--- src/rtl/sdram_arb_pkg.sv ---
// Shared types and default widths for the SDRAM request arbiter.
// Imported by the interface, the winner-select sub-module and the top.
package sdram_arb_pkg;

  typedef enum logic [1:0] {
    ST_IDLE    = 2'd0,
    ST_ISSUE   = 2'd1,
    ST_HOLD    = 2'd2,
    ST_WAIT_RD = 2'd3
  } arb_state_t;

  localparam int DEF_ADDR_W = 23;
  localparam int DEF_DATA_W = 32;

  // Index width for a port count; never narrower than one bit.
  function automatic int idx_width(input int n);
    return (n > 1) ? $clog2(n) : 1;
  endfunction

endpackage

--- src/rtl/sdram_arbiter_if.sv ---
// Requester-side and controller-side bus of the SDRAM arbiter.
// slave = arbiter view, master = requesters/controller (testbench) view.
interface sdram_arbiter_if
  import sdram_arb_pkg::*;
#(
  parameter int NUM_PORTS = 4,
  parameter int ADDR_W    = DEF_ADDR_W,
  parameter int DATA_W    = DEF_DATA_W
);
  logic [NUM_PORTS-1:0]        req_valid;
  logic [NUM_PORTS-1:0]        req_ready;
  logic [NUM_PORTS-1:0]        req_rw;
  logic [NUM_PORTS*ADDR_W-1:0] req_addr;
  logic [NUM_PORTS*DATA_W-1:0] req_wdata;
  logic [NUM_PORTS-1:0]        rsp_valid;
  logic [DATA_W-1:0]           rsp_rdata;
  logic [ADDR_W-1:0]           mem_addr;
  logic                        mem_rw;
  logic [DATA_W-1:0]           mem_data_in;
  logic                        mem_in_valid;
  logic                        mem_busy;
  logic [DATA_W-1:0]           mem_data_out;
  logic                        mem_out_valid;

  modport slave (
    input  req_valid, req_rw, req_addr, req_wdata,
    input  mem_busy, mem_data_out, mem_out_valid,
    output req_ready, rsp_valid, rsp_rdata,
    output mem_addr, mem_rw, mem_data_in, mem_in_valid
  );

  modport master (
    output req_valid, req_rw, req_addr, req_wdata,
    output mem_busy, mem_data_out, mem_out_valid,
    input  req_ready, rsp_valid, rsp_rdata,
    input  mem_addr, mem_rw, mem_data_in, mem_in_valid
  );
endinterface

--- src/rtl/sdram_arb_pick.sv ---
// Combinational winner select: round-robin after i_last, or lowest index
// wins when SDRAM_ARB_FIXED_PRIO_EN is defined.
module sdram_arb_pick
  import sdram_arb_pkg::*;
#(
  parameter int NUM_PORTS = 4,
  localparam int IDX_W    = idx_width(NUM_PORTS)
) (
  input  logic [NUM_PORTS-1:0] i_req,
  input  logic [IDX_W-1:0]     i_last,
  output logic                 o_any,
  output logic [IDX_W-1:0]     o_win
);

  assign o_any = |i_req;

`ifdef SDRAM_ARB_FIXED_PRIO_EN
  always_comb begin
    o_win = '0;
    for (int i = NUM_PORTS - 1; i >= 0; i--) begin
      if (i_req[IDX_W'(i)]) o_win = IDX_W'(i);
    end
  end
`else
  // Walk offsets from farthest to nearest so the port closest after
  // i_last is the final (winning) assignment.
  always_comb begin
    int idx;
    idx   = 0;
    o_win = '0;
    for (int k = NUM_PORTS; k >= 1; k--) begin
      idx = int'(i_last) + k;
      if (idx >= NUM_PORTS) idx = idx - NUM_PORTS;
      if (i_req[IDX_W'(idx)]) o_win = IDX_W'(idx);
    end
  end
`endif

endmodule

--- src/rtl/sdram_arbiter.sv ---
// Multi-port arbiter in front of an SDRAM controller: one command and one
// read in flight. Define SDRAM_ARB_FIXED_PRIO_EN for fixed-priority grants.
module sdram_arbiter
  import sdram_arb_pkg::*;
#(
  parameter int NUM_PORTS = 4,
  parameter int ADDR_W    = DEF_ADDR_W,
  parameter int DATA_W    = DEF_DATA_W
) (
  input  logic           clk,
  input  logic           rst,
  sdram_arbiter_if.slave bus
);

  localparam int IDX_W = idx_width(NUM_PORTS);

  arb_state_t           r_state;
  arb_state_t           w_next_state;
  logic [IDX_W-1:0]     r_last_grant;
  logic [IDX_W-1:0]     r_owner;
  logic                 r_rw;
  logic [ADDR_W-1:0]    r_addr;
  logic [DATA_W-1:0]    r_wdata;
  logic [NUM_PORTS-1:0] r_rsp_valid;
  logic [DATA_W-1:0]    r_rsp_rdata;
  logic                 w_any;
  logic                 w_grant;
  logic [IDX_W-1:0]     w_win;

  sdram_arb_pick #(.NUM_PORTS(NUM_PORTS)) u_pick (
    .i_req  (bus.req_valid),
    .i_last (r_last_grant),
    .o_any  (w_any),
    .o_win  (w_win)
  );

  // Grant is gated by rst so req_ready stays low while held in reset.
  always_comb begin
    w_next_state = r_state;
    w_grant      = 1'b0;
    case (r_state)
      ST_IDLE: begin
        if (w_any && !bus.mem_busy && rst) begin
          w_grant      = 1'b1;
          w_next_state = ST_ISSUE;
        end
      end
      ST_ISSUE:   w_next_state = ST_HOLD;
      ST_HOLD:    w_next_state = r_rw ? ST_IDLE : ST_WAIT_RD;
      ST_WAIT_RD: if (bus.mem_out_valid) w_next_state = ST_IDLE;
      default:    w_next_state = ST_IDLE;
    endcase
  end

  always_comb begin
    bus.req_ready = '0;
    if (w_grant) bus.req_ready = NUM_PORTS'(1) << w_win;
  end

  assign bus.mem_in_valid = (r_state == ST_ISSUE);
  assign bus.mem_addr     = r_addr;
  assign bus.mem_rw       = r_rw;
  assign bus.mem_data_in  = r_wdata;
  assign bus.rsp_valid    = r_rsp_valid;
  assign bus.rsp_rdata    = r_rsp_rdata;

  always_ff @(posedge clk or negedge rst) begin
    if (!rst) begin
      r_state      <= ST_IDLE;
      r_last_grant <= IDX_W'(NUM_PORTS - 1);
      r_owner      <= '0;
      r_rw         <= 1'b0;
      r_addr       <= '0;
      r_wdata      <= '0;
      r_rsp_valid  <= '0;
      r_rsp_rdata  <= '0;
    end else begin
      r_state     <= w_next_state;
      r_rsp_valid <= '0;
      if (w_grant) begin
        r_owner <= w_win;
        r_rw    <= bus.req_rw[w_win];
        r_addr  <= bus.req_addr[int'(w_win)*ADDR_W +: ADDR_W];
        r_wdata <= bus.req_wdata[int'(w_win)*DATA_W +: DATA_W];
`ifndef SDRAM_ARB_FIXED_PRIO_EN
        r_last_grant <= w_win;
`endif
      end
      if (r_state == ST_WAIT_RD && bus.mem_out_valid) begin
        r_rsp_rdata <= bus.mem_data_out;
        r_rsp_valid <= NUM_PORTS'(1) << r_owner;
      end
    end
  end

endmodule

--- src/flat_wrapper.sv ---
// flat-port wrapper written by rule: the top's interface ports become plain ports
module sdram_arbiter_flat import sdram_arb_pkg::*;
#(
  parameter int NUM_PORTS = 4,
  parameter int ADDR_W    = DEF_ADDR_W,
  parameter int DATA_W    = DEF_DATA_W
)
  (clk, rst, bus_req_valid, bus_req_rw, bus_req_addr, bus_req_wdata, bus_mem_busy, bus_mem_data_out, bus_mem_out_valid, bus_req_ready, bus_rsp_valid, bus_rsp_rdata, bus_mem_addr, bus_mem_rw, bus_mem_data_in, bus_mem_in_valid);
  sdram_arbiter_if #(.NUM_PORTS(NUM_PORTS), .ADDR_W(ADDR_W), .DATA_W(DATA_W)) bus_i ();
  input  logic clk;
  input  logic rst;
  input wire logic [$bits(bus_i.req_valid)-1:0] bus_req_valid;
  input wire logic [$bits(bus_i.req_rw)-1:0] bus_req_rw;
  input wire logic [$bits(bus_i.req_addr)-1:0] bus_req_addr;
  input wire logic [$bits(bus_i.req_wdata)-1:0] bus_req_wdata;
  input wire logic [$bits(bus_i.mem_busy)-1:0] bus_mem_busy;
  input wire logic [$bits(bus_i.mem_data_out)-1:0] bus_mem_data_out;
  input wire logic [$bits(bus_i.mem_out_valid)-1:0] bus_mem_out_valid;
  output wire logic [$bits(bus_i.req_ready)-1:0] bus_req_ready;
  output wire logic [$bits(bus_i.rsp_valid)-1:0] bus_rsp_valid;
  output wire logic [$bits(bus_i.rsp_rdata)-1:0] bus_rsp_rdata;
  output wire logic [$bits(bus_i.mem_addr)-1:0] bus_mem_addr;
  output wire logic [$bits(bus_i.mem_rw)-1:0] bus_mem_rw;
  output wire logic [$bits(bus_i.mem_data_in)-1:0] bus_mem_data_in;
  output wire logic [$bits(bus_i.mem_in_valid)-1:0] bus_mem_in_valid;
  assign bus_i.req_valid = bus_req_valid;
  assign bus_i.req_rw = bus_req_rw;
  assign bus_i.req_addr = bus_req_addr;
  assign bus_i.req_wdata = bus_req_wdata;
  assign bus_i.mem_busy = bus_mem_busy;
  assign bus_i.mem_data_out = bus_mem_data_out;
  assign bus_i.mem_out_valid = bus_mem_out_valid;
  assign bus_req_ready = bus_i.req_ready;
  assign bus_rsp_valid = bus_i.rsp_valid;
  assign bus_rsp_rdata = bus_i.rsp_rdata;
  assign bus_mem_addr = bus_i.mem_addr;
  assign bus_mem_rw = bus_i.mem_rw;
  assign bus_mem_data_in = bus_i.mem_data_in;
  assign bus_mem_in_valid = bus_i.mem_in_valid;
  sdram_arbiter #(.NUM_PORTS(NUM_PORTS), .ADDR_W(ADDR_W), .DATA_W(DATA_W)) u_core (.clk(clk), .rst(rst), .bus(bus_i));
endmodule
--- config.mk ---
export PLATFORM = sky130hd
export DESIGN_NAME = sdram_arbiter_flat
export DESIGN_NICKNAME = d
export VERILOG_FILES = /design/src/rtl/sdram_arb_pkg.sv /design/src/rtl/sdram_arbiter_if.sv /design/src/rtl/sdram_arb_pick.sv /design/src/rtl/sdram_arbiter.sv /design/src/flat_wrapper.sv
export SDC_FILE = /design/constraint.sdc
export NUM_CORES = 1
export LEC_CHECK = 0
export ABC_AREA = 0
export CORE_AREA = 2 2 140 142
export DETAILED_ROUTE_END_ITERATION = 16
export DIE_AREA = 0 0 142 144
export HOLD_SLACK_MARGIN = 0.06
export PLACE_DENSITY = 0.76
export SYNTH_ARGS = -nofsm -noshare
export SYNTH_HDL_FRONTEND = slang
export SYNTH_SLANG_ARGS = --single-unit
--- constraint.sdc ---
create_clock -name clk -period 1.9 [get_ports clk]
set_input_delay 0.19 -clock clk [delete_from_list [all_inputs] [get_ports clk]]
set_output_delay 0.19 -clock clk [all_outputs]
set_load 0.02 [all_outputs]
* Word-level counts from Yosys, hierarchy flattened
Cells that the tools add are included.
** Word-level totals
- Word-level logic and storage cells :: 72
- Input port bits :: 264
- Flip-flop bits (word level) :: 98
** Cells by class
- Mux-type cells :: 30
- Reductions and logical operators :: 7
- Shift operators :: 4
- $lt $le $gt $ge :: 9
- $mul :: 1
- Add/subtract/negate cells :: 8
- Eq/ne operators :: 5
** Operators with widths (count)
- 128-bit by 8-bit indexed part select with 32-bit output :: 1
- 92-bit by 32-bit indexed part select with 23-bit output :: 1
- 2-bit 2-to-1 mux :: 11
- 2-bit by 4-bit < comparator with 1-bit output, second input constant :: 4
- 1-bit 2-to-1 mux :: 11
- 1-bit binary-select mux with 2-bit select :: 5
- 3-bit >= comparator, second input constant :: 3
- 4-bit 2-to-1 mux :: 2
- 2-bit one-hot mux with 4 select lines :: 1
- 1-bit by 2-bit left shift with 4-bit output, first input constant :: 2
- 2-bit by 1-bit subtractor with 2-bit output, second input constant :: 4
- 2-bit by 5-bit multiplier with 7-bit output, second input constant :: 1
- 2-bit by 2-bit adder with 3-bit output, second input constant :: 2
- 2-bit by 3-bit adder with 4-bit output, second input constant :: 1
- 2-bit equality test, second input constant :: 2
- 4-bit by 3-bit >= comparator with 1-bit output, second input constant :: 1
- 4-bit OR reduction :: 1
- 2-bit by 1-bit adder with 3-bit output, second input constant :: 1
- 1-bit logical AND :: 3
- 2-bit by 3-bit < comparator with 1-bit output, second input constant :: 1
- 2-bit by 1-bit equality test with 1-bit output, second input constant :: 1
- 2-bit zero test :: 1
- 2-bit by 1-bit inequality test with 1-bit output, second input constant :: 1
- 2-bit inequality test, second input constant :: 1
- 2 further kinds :: 2

* Depth between registers and ports, before layout
- Depth in word-level cells :: 12
- Gate-level depth with buffers :: 8
- Depth with buffers taken out :: 5

* Modules after synthesis
From an unflattened synthesis, not the netlist that was laid out.
** Second synthesis, totals
- Cells, all modules :: 305
- Area total of the unflattened synthesis :: 5161.2 sq um
** Modules (own cells, without submodules)
- sdram_arbiter :: cells an instance 291, times used 1, seq. area each 2454.9 sq um, area each 5069.9 sq um
- sdram_arb_pick :: cells an instance 14, times used 1, seq. area each 0.0 sq um, area each 91.3 sq um

* Least setup slack after synthesis
No wires, ideal clock.
- Path type :: reg2out
- Start :: reg u_core.r_last_grant[1]
- End :: out bus_req_ready[2]
- Stages on the path, launching flop included :: 6
- Arrival :: 1.660 ns
- Setup slack :: 0.050 ns
- Cell sequence :: dfstp_2 > clkbuf_1 > o22ai_1 > a211oi_2 > clkbuf_2 > and2_1
** Between the ends
- Word-level cells in the longest chain between the ends :: 12
- Elaborated cells on any way between the ends :: 34
** RTL lines
- start, declared :: line sdram_arbiter.sv:19 : logic [IDX_W-1:0] r_last_grant;
- start signal, assigned :: line sdram_arbiter.sv:70 : r_last_grant <= IDX_W'(NUM_PORTS - 1);
- start signal, assigned :: line sdram_arbiter.sv:86 : r_last_grant <= w_win;
- 2-bit by 3-bit adder with 4-bit output :: line sdram_arb_pick.sv:32 : idx = int'(i_last) + k;
- 4-bit by 3-bit >= comparator with 1-bit output or 2-bit by 1-bit subtractor with 2-bit output (tied branches) :: line sdram_arb_pick.sv:33 : if (idx >= NUM_PORTS) idx = idx - NUM_PORTS;
- 2-bit 2-to-1 mux :: line sdram_arb_pick.sv:33
- 1-bit binary-select mux with 2-bit select :: line sdram_arb_pick.sv:34 : if (i_req[IDX_W'(idx)]) o_win = IDX_W'(idx);
- 1-bit 2-to-1 mux (implied by the code) (2 in a row) :: line sdram_arb_pick.sv:34
- 2-bit 2-to-1 mux (3 in a row) :: line sdram_arb_pick.sv:34
- 2-bit 2-to-1 mux * :: line sdram_arb_pick.sv:34
- 1-bit by 2-bit left shift with 4-bit output * :: line sdram_arbiter.sv:57 : if (w_grant) bus.req_ready = NUM_PORTS'(1) << w_win;
- 4-bit 2-to-1 mux * :: line sdram_arbiter.sv:57
- end, declared :: line flat_wrapper.sv:19 : output wire logic [$bits(bus_i.req_ready)-1:0] bus_req_ready;
Every way passes the cells marked *; elsewhere a longest branch is shown, timed or not. The select of a mux whose other input is x is not followed.

* Final worst setup path
- Start :: reg u_core.r_last_grant[0]
- End :: out bus_req_ready[2]
The elaborated chain is that of the path after synthesis.

==> impl_metrics.tcl <==
set metrics [dict create \
    cts_sinks 98 \
    finalNonFillerCells 1173 \
    ant_nets 0 \
    path_max_fanout 3 \
    leakage_nw 4.27 \
    port_buffers 360 \
    clk_latency_ns 0.36 \
    area_growth_pct 76.8 \
    track_usage_pct 22.7 \
    rrSetupSlack_ns -0.09 \
    swShare_pct 40.2 \
    num-fill-cells 1665 \
    final_common_cell "clkdlybuf4s50_1" \
    fp.dieW_um 142 \
    regArea_um2 2450 \
    start_util_pct 31.1 \
    reg2reg_depth 7 \
    maxCapViolCount 0 \
    worst_setup_path_end_kind "output port" \
    cp.required_ns 1.71 \
    postLayoutCellArea_um2 10500 \
    drtPass1Iterations 4 \
    arrival_ns 1.82 \
    fin_nets 1194 \
    synth_ff_type "dfrtp_1" \
    status "finished, violations left" \
    skew_ns 0.0140 \
    rsz0062_at_grt "yes" \
    fin_crit_ns 2.01 \
    grt_most_used_layer "met2" \
    synth-seq-cells 98 \
    synth_top_area_share_pct 40.5 \
    synth_cells 575 \
    coreArea_um2 19100 \
    grt_pass1_vias 6419 \
    irDropWorstVdd_mv 0.553 \
    drive_gt1_share_pct 18.9 \
    async_flop_share_pct 100 \
    cts-root-buf "clkbuf_16" \
    pwr-share-seq_pct 27.3 \
    top_level_ports 361 \
    synth.avg_cell_area_um2 10.3 \
    clock_power_share_pct 14.4 \
    htree_levels 3 \
    cts_buffers 9 \
    finalHoldViolCount 0 \
    power.switching_mw 5.27 \
    drc 0 \
    hpwl_mm 16.2 \
    synth_cell_type_count 38 \
    cts_tree "built" \
    grt.met2_usage_pct 39.2 \
    setup_slack_ns -0.111 \
    violations "setup timing" \
    slew_viol_final 0 \
    route.vias.total 6285 \
    grt_overflow 0 \
    yosysTopAreaCell "dfrtp_1" \
    relSlewSlack_pct 55.5 \
    drt_iter0_markers 283 \
    tns_ns -1.45 \
    drt-wirelength-per-cell_um 20.4 \
    clk_pin_slew_worst_paths_ns 0.08 \
    p_int_mw 7.83 \
    met3_usage_pct 5.66 \
    fp.dieArea_um2 20400 \
    critPathLaunchType "flop" \
    p_comb_share_pct 58.3 \
    rows 51 \
    whs_ns 0.451 \
    grt_max_degree 65 \
    most-common-layout-cells "clkdlybuf4s50_1 (354), dfrtp_1 (96), nand2_1 (60), nand4_1 (56), o211ai_1 (56)" \
    hold_path.class "primary input to async pin" \
    startpoint "u_core.r_last_grant[0]" \
    power.density_nw_per_um2 1250 \
    vias_per_cell 5.36 \
    multi_input_area_um2 3310 \
    diodes 0 \
    r2r-start "u_core.r_last_grant[0]" \
    syn-cell-area_um2 5930 \
    fmax_mhz 497 \
    synth_nets 839 \
    synth_edf_count 0 \
    met1_usage_pct 27.9 \
    period_share_pct 106 \
    setup_viol 50 \
    crit_type "flop to output port" \
    wirelength_mm 23.9 \
    placed_area_um2 9900 \
    yosysSeqAreaShare_pct 41.4 \
    die_h_um 144 \
    gp_congestion 0.828 \
    grt_pass1_wl_mm 36.2 \
    synth_area_leaders "dfrtp_1 (41%), mux2i_1 (9.6%), a21bo_2 (7.1%), o211ai_1 (7.1%), o31ai_1 (7.1%)" \
    worst_pin_slew_ns 0.668 \
    total_power_mw 13.1 \
    cts_buffer_depth 2 \
    yosys_warnings 0 \
    antenna_found_initial 0 \
    numPlacedInstances 1148 \
]
-- timing repair --
item                       in CTS  in global routing
gates resized for setup        51                 16
setup buffers                   6                  1
cloned                          2                  0
hold buffers                    1                  0
hold endpoints to repair       32                  0
setup endpoints to repair      61                126
pin swaps                      10                  2
-- state kept, by name, summed over array words and instances (netlist names) --
signal                  flops
u_core.r_owner              2
u_core.r_state              2
u_core.bus.mem_data_in     32
u_core.bus.rsp_valid        4
u_core.bus.mem_addr        23
u_core.bus.rsp_rdata       32
u_core.r_last_grant         2
u_core.bus.mem_rw           1
-- power groups by stage --
| stage | combinational (mW) | clock, mW | sequential [mW] |
|---|---|---|---|
| floorplan | 2.78 | 0 | 4.62 |
| global placement | 7.16 | 0 | 3.56 |
| detailed placement | 7.24 | 0 | 3.60 |
| CTS | 7.58 | 1.94 | 3.58 |
| global route | 8.15 | 2.02 | 3.68 |
| finish | 7.64 | 1.89 | 3.58 |
-- cell families after synthesis --
family / synth area share [%]
mux: 16.1
flops: 41.4
simple gates: 12.2
compound gates: 25.1
buf+inv: 5.23
-- synth_stat cells, drive strengths merged (2+ instances only) --
| cell | number |
|---|---|
| a21o | 3 |
| dfstp | 2 |
| and2 | 2 |
| nor2 | 5 |
| mux2i | 57 |
| dfrtp | 96 |
| nand4 | 56 |
| nor2b | 3 |
| a21bo | 56 |
| o21a | 2 |
| o31ai | 56 |
| mux2 | 34 |
| nor3b | 2 |
| nand3 | 2 |
| a21oi | 2 |
| clkbuf | 38 |
| nand2b | 3 |
| buf | 27 |
| o21ai | 3 |
| nor3 | 2 |
| o211ai | 56 |
| nand2 | 61 |
-- critical path, cell delays in order (launching register included) --
cell	delay [ns]
dfstp_2	0.57
nor2b_2	0.07
o21a_2	0.23
nor3_4	0.19
buf_6	0.15
and2_4	0.15
buf_6	0.11
-- metrics by stage --
step	utilization, %	setup slack, ns
floorplan	-	0.0501
global placement	51.9	-0.668
detailed placement	51.9	-0.647
CTS	54.5	-0.132
global route	54.9	-0.181
finish	54.9	-0.111
-- worst paths after layout --
check / endpoint
max in group asynchronous: u_core.bus.mem_addr[8]
hold reg to reg: u_core.bus.mem_data_in[19]
min in group clk: u_core.bus.rsp_rdata[6]
setup reg to reg: u_core.bus.mem_addr[7]
hold / removal: u_core.r_owner[0]
setup / recovery: bus_req_ready[2]
-- area by class of cell --
cell class / instances / area share (%)
Sequential cell: 98 / 23.4
Timing Repair Buffer: 409 / 39.3
Tap cell: 238 / 2.84
Clock buffer: 10 / 2.28
Multi-Input combinational cell: 411 / 31.6
Inverter: 1 / 0.0358
Clock inverter: 6 / 0.525
-- metal layers --
metal | part of all wire, % | vias to the layer above
met5 | 0 | -
met4 | 2.4 | 0
met3 | 8.3 | 39
met2 | 50 | 311
met1 | 40 | 3027
li1 | - | 2908
(Power assumes the default switching activity.)
